===== src/rtl/pipeline_hazard_ctrl.sv =====
// Stall/flush sequencer for a non-forwarding 5-stage RV32I pipeline.
// A destination scoreboard detects RAW hazards at decode; a two-state FSM freezes on slow memory.
module pipeline_hazard_ctrl #(
    parameter int unsigned MEM_TIMEOUT = 64
) (
    input  logic        clk_i,
    input  logic        rst_i,
    input  logic [31:0] id_instr_i,
    input  logic        br_taken_i,
    input  logic        mem_req_i,
    input  logic        mem_ack_i,
    output logic        pc_en_o,
    output logic        if_id_en_o,
    output logic        id_ex_en_o,
    output logic        ex_me_en_o,
    output logic        me_wb_en_o,
    output logic        if_id_flush_o,
    output logic        id_ex_flush_o,
    output logic        mem_err_o,
    output logic [31:0] stall_cnt_o
);

    localparam int unsigned CNT_W = 8;
    localparam int unsigned REG_W = 5;
    localparam logic [CNT_W-1:0] TIMEOUT_C = CNT_W'(MEM_TIMEOUT);

    typedef enum logic {S_RUN, S_MEM_WAIT} state_e;

    state_e             state_q, state_d;
    logic [CNT_W-1:0]   cnt_q, cnt_d;
    logic               ex_v_q, ex_v_d, me_v_q, me_v_d, wb_v_q, wb_v_d;
    logic [REG_W-1:0]   ex_rd_q, ex_rd_d, me_rd_q, me_rd_d, wb_rd_q, wb_rd_d;
    logic               mem_err_q, mem_err_d;
    logic [31:0]        stall_cnt_q, stall_cnt_d;

    logic [6:0]         opcode;
    logic [REG_W-1:0]   rs1, rs2, rd;
    logic               rs1_used, rs2_used, rd_written;
    logic               hazard, freeze;
    logic               unused_instr_bits;

    assign opcode            = id_instr_i[6:0];
    assign rd                = id_instr_i[11:7];
    assign rs1               = id_instr_i[19:15];
    assign rs2               = id_instr_i[24:20];
    assign unused_instr_bits = ^{id_instr_i[31:25], id_instr_i[14:12]};

    // x0 is hard-wired, so it never creates a dependency
    function automatic logic slot_hit(input logic v, input logic [REG_W-1:0] slot_rd,
                                      input logic [REG_W-1:0] r);
        return v && (r != REG_W'(0)) && (slot_rd == r);
    endfunction

    // Operand usage decode from the ID opcode
    always_comb begin
        rs1_used   = 1'b0;
        rs2_used   = 1'b0;
        rd_written = 1'b0;
        case (opcode)
            7'h37, 7'h17, 7'h6F: rd_written = 1'b1;
            7'h67, 7'h03, 7'h13: begin rs1_used = 1'b1; rd_written = 1'b1; end
            7'h33:               begin rs1_used = 1'b1; rs2_used = 1'b1; rd_written = 1'b1; end
            7'h23, 7'h63:        begin rs1_used = 1'b1; rs2_used = 1'b1; end
            default: ;
        endcase
    end

    always_comb begin
        hazard = (rs1_used && (slot_hit(ex_v_q, ex_rd_q, rs1) || slot_hit(me_v_q, me_rd_q, rs1)
                                || slot_hit(wb_v_q, wb_rd_q, rs1)))
              || (rs2_used && (slot_hit(ex_v_q, ex_rd_q, rs2) || slot_hit(me_v_q, me_rd_q, rs2)
                                || slot_hit(wb_v_q, wb_rd_q, rs2)));
        freeze = ((state_q == S_RUN) && mem_req_i && !mem_ack_i)
              || ((state_q == S_MEM_WAIT) && !mem_ack_i && (cnt_q < TIMEOUT_C));
    end

    // Pipeline controls in priority order: reset, freeze, branch, hazard
    always_comb begin
        pc_en_o       = 1'b1;
        if_id_en_o    = 1'b1;
        id_ex_en_o    = 1'b1;
        ex_me_en_o    = 1'b1;
        me_wb_en_o    = 1'b1;
        if_id_flush_o = 1'b0;
        id_ex_flush_o = 1'b0;
        if (rst_i || freeze) begin
            pc_en_o    = 1'b0;
            if_id_en_o = 1'b0;
            id_ex_en_o = 1'b0;
            ex_me_en_o = 1'b0;
            me_wb_en_o = 1'b0;
        end else if (br_taken_i) begin
            if_id_flush_o = 1'b1;
            id_ex_flush_o = 1'b1;
        end else if (hazard) begin
            pc_en_o       = 1'b0;
            if_id_en_o    = 1'b0;
            id_ex_flush_o = 1'b1;
        end
    end

    // Next-state: memory-wait FSM, scoreboard shift, counters
    always_comb begin
        state_d     = state_q;
        cnt_d       = cnt_q;
        mem_err_d   = mem_err_q;
        ex_v_d      = ex_v_q;
        ex_rd_d     = ex_rd_q;
        me_v_d      = me_v_q;
        me_rd_d     = me_rd_q;
        wb_v_d      = wb_v_q;
        wb_rd_d     = wb_rd_q;
        stall_cnt_d = stall_cnt_q + (pc_en_o ? 32'd0 : 32'd1);

        case (state_q)
            S_RUN: begin
                if (mem_req_i && !mem_ack_i) begin
                    state_d = S_MEM_WAIT;
                    cnt_d   = CNT_W'(1);
                end
            end
            S_MEM_WAIT: begin
                cnt_d = cnt_q + CNT_W'(1);
                if (mem_ack_i) begin
                    state_d = S_RUN;
                    cnt_d   = '0;
                end else if (cnt_q >= TIMEOUT_C) begin
                    state_d   = S_RUN;
                    cnt_d     = '0;
                    mem_err_d = 1'b1;
                end
            end
            default: state_d = S_RUN;
        endcase

        if (!freeze) begin
            wb_v_d  = me_v_q;
            wb_rd_d = me_rd_q;
            me_v_d  = ex_v_q;
            me_rd_d = ex_rd_q;
            ex_v_d  = id_ex_flush_o ? 1'b0 : rd_written;
            ex_rd_d = rd;
        end
    end

    always_ff @(posedge clk_i) begin
        if (rst_i) begin
            state_q     <= S_RUN;
            cnt_q       <= '0;
            mem_err_q   <= 1'b0;
            ex_v_q      <= 1'b0;
            ex_rd_q     <= '0;
            me_v_q      <= 1'b0;
            me_rd_q     <= '0;
            wb_v_q      <= 1'b0;
            wb_rd_q     <= '0;
            stall_cnt_q <= '0;
        end else begin
            state_q     <= state_d;
            cnt_q       <= cnt_d;
            mem_err_q   <= mem_err_d;
            ex_v_q      <= ex_v_d;
            ex_rd_q     <= ex_rd_d;
            me_v_q      <= me_v_d;
            me_rd_q     <= me_rd_d;
            wb_v_q      <= wb_v_d;
            wb_rd_q     <= wb_rd_d;
            stall_cnt_q <= stall_cnt_d;
        end
    end

    assign mem_err_o   = mem_err_q;
    assign stall_cnt_o = stall_cnt_q;

endmodule


===== config.mk =====
export PLATFORM = sky130hd
export DESIGN_NAME = pipeline_hazard_ctrl
export DESIGN_NICKNAME = d
export VERILOG_FILES = /design/src/rtl/pipeline_hazard_ctrl.sv
export SDC_FILE = /design/constraint.sdc
export NUM_CORES = 1
export LEC_CHECK = 0
export CORE_UTILIZATION = 52
export DETAILED_ROUTE_END_ITERATION = 8
export PLACE_DENSITY_LB_ADDON = 0.1
export SLEW_MARGIN = 20
export SYNTH_ARGS = -nofsm -noshare
export SYNTH_HDL_FRONTEND = slang
export SYNTH_SLANG_ARGS = --single-unit

===== constraint.sdc =====
create_clock -name clk_i -period 7.6 [get_ports clk_i]
set_input_delay 1.9 -clock clk_i [delete_from_list [all_inputs] [get_ports clk_i]]
set_output_delay 1.9 -clock clk_i [all_outputs]
set_load 0.02 [all_outputs]

==> results of run 1 <==
==> state kept, by name, summed over array words and instances (netlist names) <==
name and cells:
state_q 1, cnt_q 8, ex_v_q 1, mem_err_o 1, wb_rd_q 5, ex_rd_q 5
me_v_q 1, me_rd_q 5, wb_v_q 1, stall_cnt_o 32
==> area by class of cell <==
type	count	share of cell area (%)
inverters	3	0.2945
clock inverters	5	1.374
clock buffers	11	3.436
repair buffers	67	17.34
well taps	72	2.356
flip-flops and latches	60	31.41
multi-input cells	252	43.78
==> Yosys cell counts (3+ instances only) <==
cell type  number
dfxtp_1        60
nor2_1         57
xor2_1         48
nand3_1        21
nand2_1        19
mux2i_1        18
xnor2_1        13
and3_1         10
a21oi_1         8
clkbuf_1        7
nand4_1         7
nor4_1          6
o21ai_0         5
and4_1          4
buf_4           4
nor2b_1         4
ha_1            3
inv_1           3
nor3_1          3
==> through the flow <==
| stage | util (%) | area, sq um | hold WS [ns] | power (uW) |
|---|---|---|---|---|
| 5_1_grt | 69.87 | 3824 | 0.4962 | 700.6 |
| 2_1_floorplan | - | 2953 | 0.4450 | 375.5 |
| 4_1_cts | 69.87 | 3824 | 0.4753 | 678.6 |
| 6_report | 69.87 | 3824 | 0.4697 | 670.7 |
| 3_5_place_dp | 66.51 | 3640 | 0.4587 | 407.3 |
| 3_3_place_gp | 66.51 | 3640 | 0.4545 | 406.1 |
==> layer usage <==
| metal | up-vias | routed length (um) | track usage [%] |
|---|---|---|---|
| met1 | 1129 | 2806 | 27.41 |
| met5 | - | 0 | 0 |
| met2 | 53 | 2808 | 35.93 |
| li1 | 1248 | - | - |
| met4 | 0 | 133 | 10.94 |
| met3 | 13 | 224 | 4.353 |
==> worst max-delay path: cells and delay by family <==
family                 cells  cell delay (ns)
AO/OA/AOI/OAI              3             0.68
buffers and inverters      2             1.11
AND/OR/NAND/NOR            1             0.56
==> how the worst min path moves through the flow <==
| stage | end | slack, ns |
|---|---|---|
| final | mem_err_o | 0.47 |
| after detailed placement | mem_err_o | 0.46 |
| after global routing | mem_err_o | 0.50 |
| after global placement | mem_err_o | 0.45 |
| after floorplan | cnt_q[6] | 0.44 |
| after CTS | mem_err_o | 0.48 |
==> cells by family (layout without fill, tap and decap cells) <==
logic type,count (synthesis),after routing,synth area share (%)
simple gates,149,149,26.86
compound gates,21,21,4.364
flops,60,60,40.68
xor+xnor,61,61,18.09
buf+inv,16,86,2.627
fa+ha+maj,3,3,1.271
mux,18,18,6.102
==> report_power, final <==
group | internal, uW | switching [uW]
clock | 150 | 121
combinational | 36.2 | 35.3
sequential | 321 | 7.69
==> impl_results.md, run 1 <==
- Non-filler cells in the finished layout: between 400 and 500
- Worst Setup SP: id_instr_i[16]
- Detailed Place HPWL: 4321 um
- Die Height: roughly 77 um
- Global route total overflow: 0
- Distinct cells, synth: 41
- Clk_lat worst skew: about 0.34 ns
- Starting Density: 53.96%
- Inst Count DP: ~450
- Syn. warnings: 0
- DRC Markers: 0
- Hold_sp: mem_err_o
- Die ar.: 5984 sq um
- Max clock buf depth: 2
- Min cycle time layout: 6.166 ns
- Slowest stage delay, CP: approximately 0.6 ns
- Port-buffer cells: between 60 and 70
- Setup Viol. Count Final: 0
- Syn_nets: about 370
- Crit path max fanout: 4
- Worst r2r src: cnt_q[7]
- Peak VDD IR: approximately 0.11 mV
- Max cap viols: 0
- Top post-synthesis cells by area: dfxtp_1, xor2_1, nor2_1, mux2i_1, xnor2_1
- Top FF cell, synth: dfxtp_1
- Worst Tran Pin Value: roughly 0.8 ns
- Drt pass-1 iters: 4
- Num CTS Buffers: 9
- Storage cell area: between 1000 and 1500 sq um
- Multi-input gate area: ~1700 sq um
- Most frequent cells in the layout: clkdlybuf4s50_1, dfxtp_1, nor2_1
- CP endpoint: pc_en_o
- Syn_area_per_cell: 9.003 sq um
- Initial antenna violation count: 0
- I/O pin total: 77
- R2R Setup Slk: between 4 and 5 ns
- Starting DRC count in detailed routing: 81
- Setup TNS: 0 ns
- #FFs+latches synth: 60
- Worst EP required: around 5.7 ns
- Status: complete, no violations
- EDFF count, synth: 0
- CP Data Arrival Time: between 4 and 5 ns
- CP Class: input port to output port
- Worst-path cell chain: clkdlybuf4s50_1 > or4_1 > o21a_1 > a32oi_1 > o21a_1 > clkdlybuf4s50_1
- DP Worst Slack: 1.442 ns
- Row Count: 27
- Synth top area share: 40.68%
- Slew HR: between 40% and 50%
- Final net count: between 400 and 500
- Fmax: around 160 MHz
- Worst setup EP type: output port
- Cell count after synthesis: ~330
- Critical path startpoint category: input port
- Post-synth ARST share: 0%
- Fill cells: 475
- Worst r2r path cells: 13
- # diodes: 0
- Final Hold Fails: 0
- CTS H-tree lvls: 3
- PwrDens: 175.4 nW/um^2
- Via density per instance: a little over 5
- Reg2Reg Capture Point: stall_cnt_o[30]
- Area grow syn2layout: 29.49%
- Share of layout cells above drive strength 1: under 10%
- CP max stage cell: clkdlybuf4s50_1
- Pins Over Slew Limit: 0
- CTS tree: built
- Final worst slack: 1.434 ns
- Min-Delay Path Class: register to register
- Mapped Area: 2953 sq um
- Sequential fraction of the synthesis area: 40.68%
- Post-CTS sizing: 0
- Pin count of the biggest net entering global routing: 32
- Post-route ant nets: 0
- Fin crit share: roughly four fifths
- Unrepaired setup endpoints after global routing: no
- Clock Pin Slew Worst Setup and Hold Paths: about 0.07 ns
- Root buffer cell: clkbuf_8
- TritonCTS Sinks: 60
- DR vias: approximately 2400
- Core ar.: between 5000 and 6000 sq um
- Hold Crit Depth: 2
- DR WL/cell: approximately 13 um
- First-pass GRT wire length: 10400 um
- LEAKAGE: 0.001486 uW
- GRT Total Usage: ~22%
- Clk_skew: ~0.010 ns
- Commonest non-fill, non-tap cell in the layout: clkdlybuf4s50_1
- Drt total wl: approximately 6000 um
- GPL Wtd Cong: about 0.85
- Post-CTS Setup Bufs: 0
- Vias in the first global route: roughly 2300
- Yosys top cell by area: dfxtp_1
- Die width: 77.36 um
- Hold-fix buffers, CTS: 0
Note: power is estimated with default switching activity, not from simulation.
==> inputs of run 2 (changes only) <==
--- a/config.mk
+++ b/config.mk
@@ -5,7 +5,7 @@
 export SDC_FILE = /design/constraint.sdc
 export NUM_CORES = 1
 export LEC_CHECK = 0
-export CORE_UTILIZATION = 52
+export CORE_UTILIZATION = 49
 export DETAILED_ROUTE_END_ITERATION = 8
 export PLACE_DENSITY_LB_ADDON = 0.1
 export SLEW_MARGIN = 20
==> constraint.sdc (replaced) <==
create_clock -name clk_i -period 5.84 [get_ports clk_i]
set_input_delay 1.46 -clock clk_i [delete_from_list [all_inputs] [get_ports clk_i]]
set_output_delay 1.46 -clock clk_i [all_outputs]
set_load 0.02 [all_outputs]
==> run 2 against run 1 <==
Critical path depth unchanged. Largest power group unchanged. Critical endpoint is now if_id_en_o. Worst setup slack worse by 0.94 ns. Sequential power up 30%. Global-route usage down 0.88 points.
==> impl_results.md, run 2 (synthesized netlist as in run 1, its figures left out) <==
- Final net count: 434 (+0.23%)
- Min-Delay Path Class: register to register
- CP Data Arrival Time: 3.88 ns (-0.39 ns)
- Initial antenna violation count: 0 (unchanged)
- Critical path startpoint category: input port
- Crit path max fanout: 4 (unchanged)
- Starting DRC count in detailed routing: 86 (+6.2%)
- Worst-path cell chain: clkdlybuf4s50_1 > or4_1 > o21a_1 > a32oi_1 > o21a_1 > clkdlybuf4s50_1
- Area grow syn2layout: 29.96%
- Peak VDD IR: 0.1608 mV (+50%)
- Drt total wl: 6177 um (+3.4%)
- Port-buffer cells: 66 (unchanged)
- Share of layout cells above drive strength 1: 6.549% (+0.016 points)
- Pins Over Slew Limit: 0 (unchanged)
- CTS H-tree lvls: 3 (unchanged)
- Vias in the first global route: 2254 (-2.3%)
- Via density per instance: 5.262 (+1.2%)
- Storage cell area: 1201 sq um (unchanged)
- CP max stage cell: clkdlybuf4s50_1
- TritonCTS Sinks: 60 (unchanged)
- Max clock buf depth: 2 (unchanged)
- Global route total overflow: 0 (unchanged)
- Hold_ws: 0.4758 ns (+0.006086 ns)
- Worst EP required: 4.38 ns (-1.32 ns)
- DR vias: 2468 (+1.0%)
- I/O pin total: 77 (unchanged)
- Worst setup EP type: output port
- Root buffer cell: clkbuf_8
- Unrepaired setup endpoints after global routing: no
- Largest register FFs: 32 (unchanged)
- Clk_lat worst skew: 0.32 ns (-0.02 ns)
- Setup TNS: 0 ns (unchanged)
- Detailed Place HPWL: 4392 um (+1.6%)
- Post-CTS sizing: 0 (unchanged)
- Setup Viol. Count Final: 0 (unchanged)
- Fill cells: 484 (+1.9%)
- CTS tree: built
- Post-CTS Setup Bufs: 0 (unchanged)
- PwrDens: 230.9 nW/um^2 (+32%)
- Hold-fix buffers, CTS: 0 (unchanged)
- Status: complete, no violations
- Pin count of the biggest net entering global routing: 32 (unchanged)
- Clk_skew: 0.01018 ns (+0.0002062 ns)
- Die width: 79.63 um (+2.9%)
- Die Height: 79.63 um (+2.9%)
- Slew HR: 46.22% (-0.19 points)
- Worst Tran Pin Value: 0.7955 ns (+0.002840 ns)
- Fin crit share: 91.47%
- First-pass GRT wire length: 10250 um (-1.4%)
- Drt pass-1 iters: 4 (unchanged)
- DP Worst Slack: 0.5232 ns (-0.9187 ns)
- Starting Density: 52.34% (-1.6 points)
- Final worst slack: 0.4983 ns (-0.9359 ns)
- Multi-input gate area: 1674 sq um (unchanged)
- Post-route ant nets: 0 (unchanged)
- Min cycle time layout: 5.342 ns
- LEAKAGE: 0.001496 uW (+0.69%)
- Most frequent cells in the layout: clkdlybuf4s50_1, dfxtp_1, nor2_1
- Row Count: 27 (unchanged)
- Final Hold Fails: 0 (unchanged)
- DRC Markers: 0 (unchanged)
- Die ar.: 6341 sq um (+6.0%)
- # diodes: 0 (unchanged)
- Commonest non-fill, non-tap cell in the layout: clkdlybuf4s50_1
- Fmax: 187.2 MHz
- Max cap viols: 0 (unchanged)
- DR WL/cell: 13.17 um (+3.6%)
- Slowest stage delay, CP: 0.61 ns (about the same)
- Num CTS Buffers: 9 (unchanged)
- Core ar.: 5642 sq um (+3.1%)
- CP Class: input port to output port
- GPL Wtd Cong: 0.8591 (+1.2%)
- Clock Pin Slew Worst Setup and Hold Paths: 0.06 ns (about the same)
- GRT Total Usage: 21.07% (-0.88 points)
## run 2: changes by cell type in the layout (fill, tap and decap cells not counted)
cell	change
buf_4	+1
clkinvlp_4	-1
clkinv_2	-2
clkbuf_1	-1
clkbuf_8	+2
## run 2: layout make-up
| type | instances | area share (%) |
|---|---|---|
| multi-input combinational | 252 | 43.63 |
| sequential | 60 | 31.30 |
| timing repair buffer | 68 | 17.48 |
| clock buffer | 12 | 4.043 |
| tap | 72 | 2.348 |
| clock inverter | 2 | 0.9129 |
| inverter | 3 | 0.2934 |
## run 2: path summary, 6_finish.rpt
path	startpoint	endpoint	slack, ns	cells past startpoint
max	id_instr_i[16]	if_id_en_o	0.50	6
min	mem_err_o	mem_err_o	0.48	2
max reg2reg	ex_rd_q[4]	stall_cnt_o[30]	2.44	14
min reg2reg	mem_err_o	mem_err_o	0.48	2
## run 2: per-layer routing
| metal | GRT usage (%) | share of wire (%) | wire [um] | vias up |
|---|---|---|---|---|
| met2 | 34.36 | 46 | 2850 | 47 |
| met4 | 10.36 | 1.6 | 98 | 0 |
| met3 | 4.229 | 3.6 | 224 | 10 |
| li1 | - | - | - | 1252 |
| met1 | 26.27 | 49 | 3004 | 1159 |
| met5 | 0 | 0 | 0 | - |
## run 2: metrics by stage
| stage | power, uW | area (sq um) | instances | util, % |
|---|---|---|---|---|
| floorplan | 488.6 | 2953 | 328 | - |
| global placement | 529.6 | 3647 | 455 | 64.65 |
| detailed placement | 531.3 | 3647 | 455 | 64.65 |
| CTS | 896.9 | 3837 | 469 | 68.02 |
| global route | 924.9 | 3837 | 469 | 68.02 |
| finish | 886.2 | 3837 | 469 | 68.02 |
## run 2: worst max-delay path, delay by kind of cell
kind	cells	cell delay, ns
compound gates	3	0.72
simple gates	1	0.57
buf+inv	2	1.13
## run 2: where the power goes
part	internal (uW)	switching [uW]
clock	215	148
sequential	418	10.2
combinational	47.8	47.1
total	681	206
==> inputs of run 3 (changes only) <==
--- a/config.mk
+++ b/config.mk
@@ -8,6 +8,7 @@
 export CORE_UTILIZATION = 49
 export DETAILED_ROUTE_END_ITERATION = 8
 export PLACE_DENSITY_LB_ADDON = 0.1
+export REMOVE_ABC_BUFFERS = 1
 export SLEW_MARGIN = 20
 export SYNTH_ARGS = -nofsm -noshare
 export SYNTH_HDL_FRONTEND = slang
==> constraint.sdc (replaced) <==
create_clock -name clk_i -period 6 [get_ports clk_i]
set_input_delay 1.5 -clock clk_i [delete_from_list [all_inputs] [get_ports clk_i]]
set_output_delay 1.5 -clock clk_i [all_outputs]
set_load 0.02 [all_outputs]
==> run 3 against run 2 <==
Design area is 0.91% higher. Clock power is 12% higher. Global-route usage is 0.31 points lower. Non-clock buffer count stayed put. Sequential share of layout area is 0.28 points lower. Sequential power is 3% lower. Critical path depth stayed put. Total power is 3.1% higher. Sequential cell count stayed put. Critical endpoint unchanged. Largest cell class unchanged. Highest routed layer unchanged.
==> impl_results.md, run 3 (synthesized netlist as in run 1, its figures left out) <==
- I/O pin total: 77 (unchanged)
- Root buffer cell: clkbuf_8
- Reg2Reg Capture Point: stall_cnt_o[30]
- Pin count of the biggest net entering global routing: 58 (+81%)
- Num CTS Buffers: 9 (unchanged)
- Final net count: 434 (unchanged)
- Clk_skew: 0.01160 ns (+0.001414 ns)
- Slew HR: 46.82% (+0.60 points)
- Pins Over Slew Limit: 0 (unchanged)
- Min cycle time layout: about 5.5 ns
- Fill cells: 463 (-4.3%)
- Min-Delay Path Class: register to register
- Drt pass-1 iters: 4 (unchanged)
- CP Data Arrival Time: 3.96 ns (+0.08 ns)
- Worst r2r path cells: 14 (unchanged)
- Drt total wl: 6293 um (+1.9%)
- Max cap viols: 0 (unchanged)
- PwrDens: 236.0 nW/um^2 (+2.2%)
- Die Height: 79.63 um (unchanged)
- TritonCTS Sinks: 60 (unchanged)
- Setup TNS: 0 ns (unchanged)
- Core ar.: 5642 sq um (unchanged)
- Share of layout cells above drive strength 1: 7.268% (+0.72 points)
- Hold_sp: mem_err_o
- Detailed Place HPWL: 4298 um (-2.1%)
- Storage cell area: 1201 sq um (unchanged)
- DR vias: 2480 (+0.49%)
- Critical path startpoint category: input port
- LEAKAGE: 0.001514 uW (+1.2%)
- CTS H-tree lvls: 3 (unchanged)
- Hold Crit Depth: 2 (unchanged)
- Port-buffer cells: 66 (unchanged)
- Post-CTS Setup Bufs: 0 (unchanged)
- Multi-input gate area: 1674 sq um (unchanged)
- DRC Markers: 0 (unchanged)
- Worst EP required: 4.50 ns (+0.12 ns)
- CP Class: input port to output port
- Fin crit share: about nine tenths
- Tot Pwr: 914.1 uW (+3.1%)
- DR WL/cell: 13.36 um (+1.4%)
- Unrepaired setup endpoints after global routing: no
- # diodes: 0 (unchanged)
- Max clock buf depth: 2 (unchanged)
- Die width: 79.63 um (unchanged)
- Starting Density: 52.34% (unchanged)
- First-pass GRT wire length: 10070 um (-1.8%)
- Final Hold Fails: 0 (unchanged)
- GPL Wtd Cong: 0.8581 (-0.12%)
- Worst setup EP type: output port
- Starting DRC count in detailed routing: 70 (-19%)
- Die ar.: 6341 sq um (unchanged)
- Post-CTS sizing: 0 (unchanged)
- Crit path max fanout: 4 (unchanged)
- Area grow syn2layout: 31.14%
- R2R Setup Slk: 2.70 ns (+0.26 ns)
- Vias in the first global route: 2239 (-0.67%)
- Clock Pin Slew Worst Setup and Hold Paths: 0.06 ns (about the same)
- Worst Tran Pin Value: 0.7866 ns (-0.008913 ns)
- Setup Viol. Count Final: 0 (unchanged)
- Inst Count DP: 455 (unchanged)
- Worst r2r src: me_rd_q[1]
- Initial antenna violation count: 0 (unchanged)
- GRT Total Usage: 20.76% (-0.31 points)
- Non-filler cells in the finished layout: 471 (+0.43%)
- Commonest non-fill, non-tap cell in the layout: clkdlybuf4s50_1
- Row Count: 27 (unchanged)
- Peak VDD IR: 0.1505 mV (-6.4%)
- Largest register FFs: 32 (unchanged)
- Fmax: 183.2 MHz
- CTS tree: built
- Status: complete, no violations
- WHS Endpoint: mem_err_o
- Clk_lat worst skew: 0.34 ns (+0.02 ns)
- Most frequent cells in the layout: clkdlybuf4s50_1, dfxtp_1, nor2_1
- Post-route ant nets: 0 (unchanged)
- Via density per instance: 5.265 (about the same)
- Hold-fix buffers, CTS: 0 (unchanged)
- Global route total overflow: 0 (unchanged)
==> run 3: worst max-delay path by stage <==
stage | start | endpoint | slack [ns] | depth (start not counted)
floorplan | mem_req_i | id_ex_flush_o | 1.07 | 4
global placement | id_instr_i[16] | pc_en_o | 0.53 | 6
detailed placement | id_instr_i[16] | if_id_en_o | 0.54 | 6
CTS | id_instr_i[16] | if_id_en_o | 0.51 | 6
global route | id_instr_i[16] | if_id_en_o | 0.42 | 6
finish | id_instr_i[16] | if_id_en_o | 0.54 | 6
==> run 3: cell type report <==
type / instances / share of cell area (%)
Clock buffer: 10 / 3.554
Clock inverter: 6 / 2.262
Inverter: 3 / 0.2908
Multi-Input combinational cell: 252 / 43.23
Sequential cell: 60 / 31.02
Tap cell: 72 / 2.326
Timing Repair Buffer: 68 / 17.32
==> run 3: report_power, final <==
| group | internal, uW | leakage, uW | switching, uW | total, uW |
|---|---|---|---|---|
| registers | 406 | 0.000486 | 9.76 | 416 |
| logic | 46.5 | 0.000912 | 45.4 | 91.9 |
| clock network | 245 | 0.000116 | 161 | 406 |
| total | 698 | 0.00151 | 216 | 914 |
==> run 3: per-stage QoR <==
step / setup WS, ns / hold slack [ns] / util, % / cell area [sq um]
after floorplan: 1.073 / 0.4389 / - / 2887
after detailed placement: 0.5378 / 0.4653 / 64.65 / 3647
after global placement: 0.5332 / 0.4581 / 64.65 / 3647
after CTS: 0.5109 / 0.4798 / 68.64 / 3872
after global routing: 0.4248 / 0.5097 / 68.64 / 3872
final: 0.5422 / 0.4760 / 68.64 / 3872
==> run 3: critical path, stage by stage <==
cell and delay, ns:
clkdlybuf4s50_1 0.51, or4_1 0.58, o21a_1 0.18, a32oi_1 0.40, o21a_1 0.18, clkdlybuf4s50_1 0.60
==> run 3: metal layers <==
metal / up-vias / GRT usage [%] / wire length (um) / part of all wire (%)
met1: 1169 / 24.91 / 2891 / 46
met3: 9 / 6.400 / 356 / 5.7
met4: 0 / 8.182 / 63 / 1.0
met2: 52 / 34.36 / 2981 / 47
li1: 1250 / - / - / -
met5: - / 0 / 0 / 0
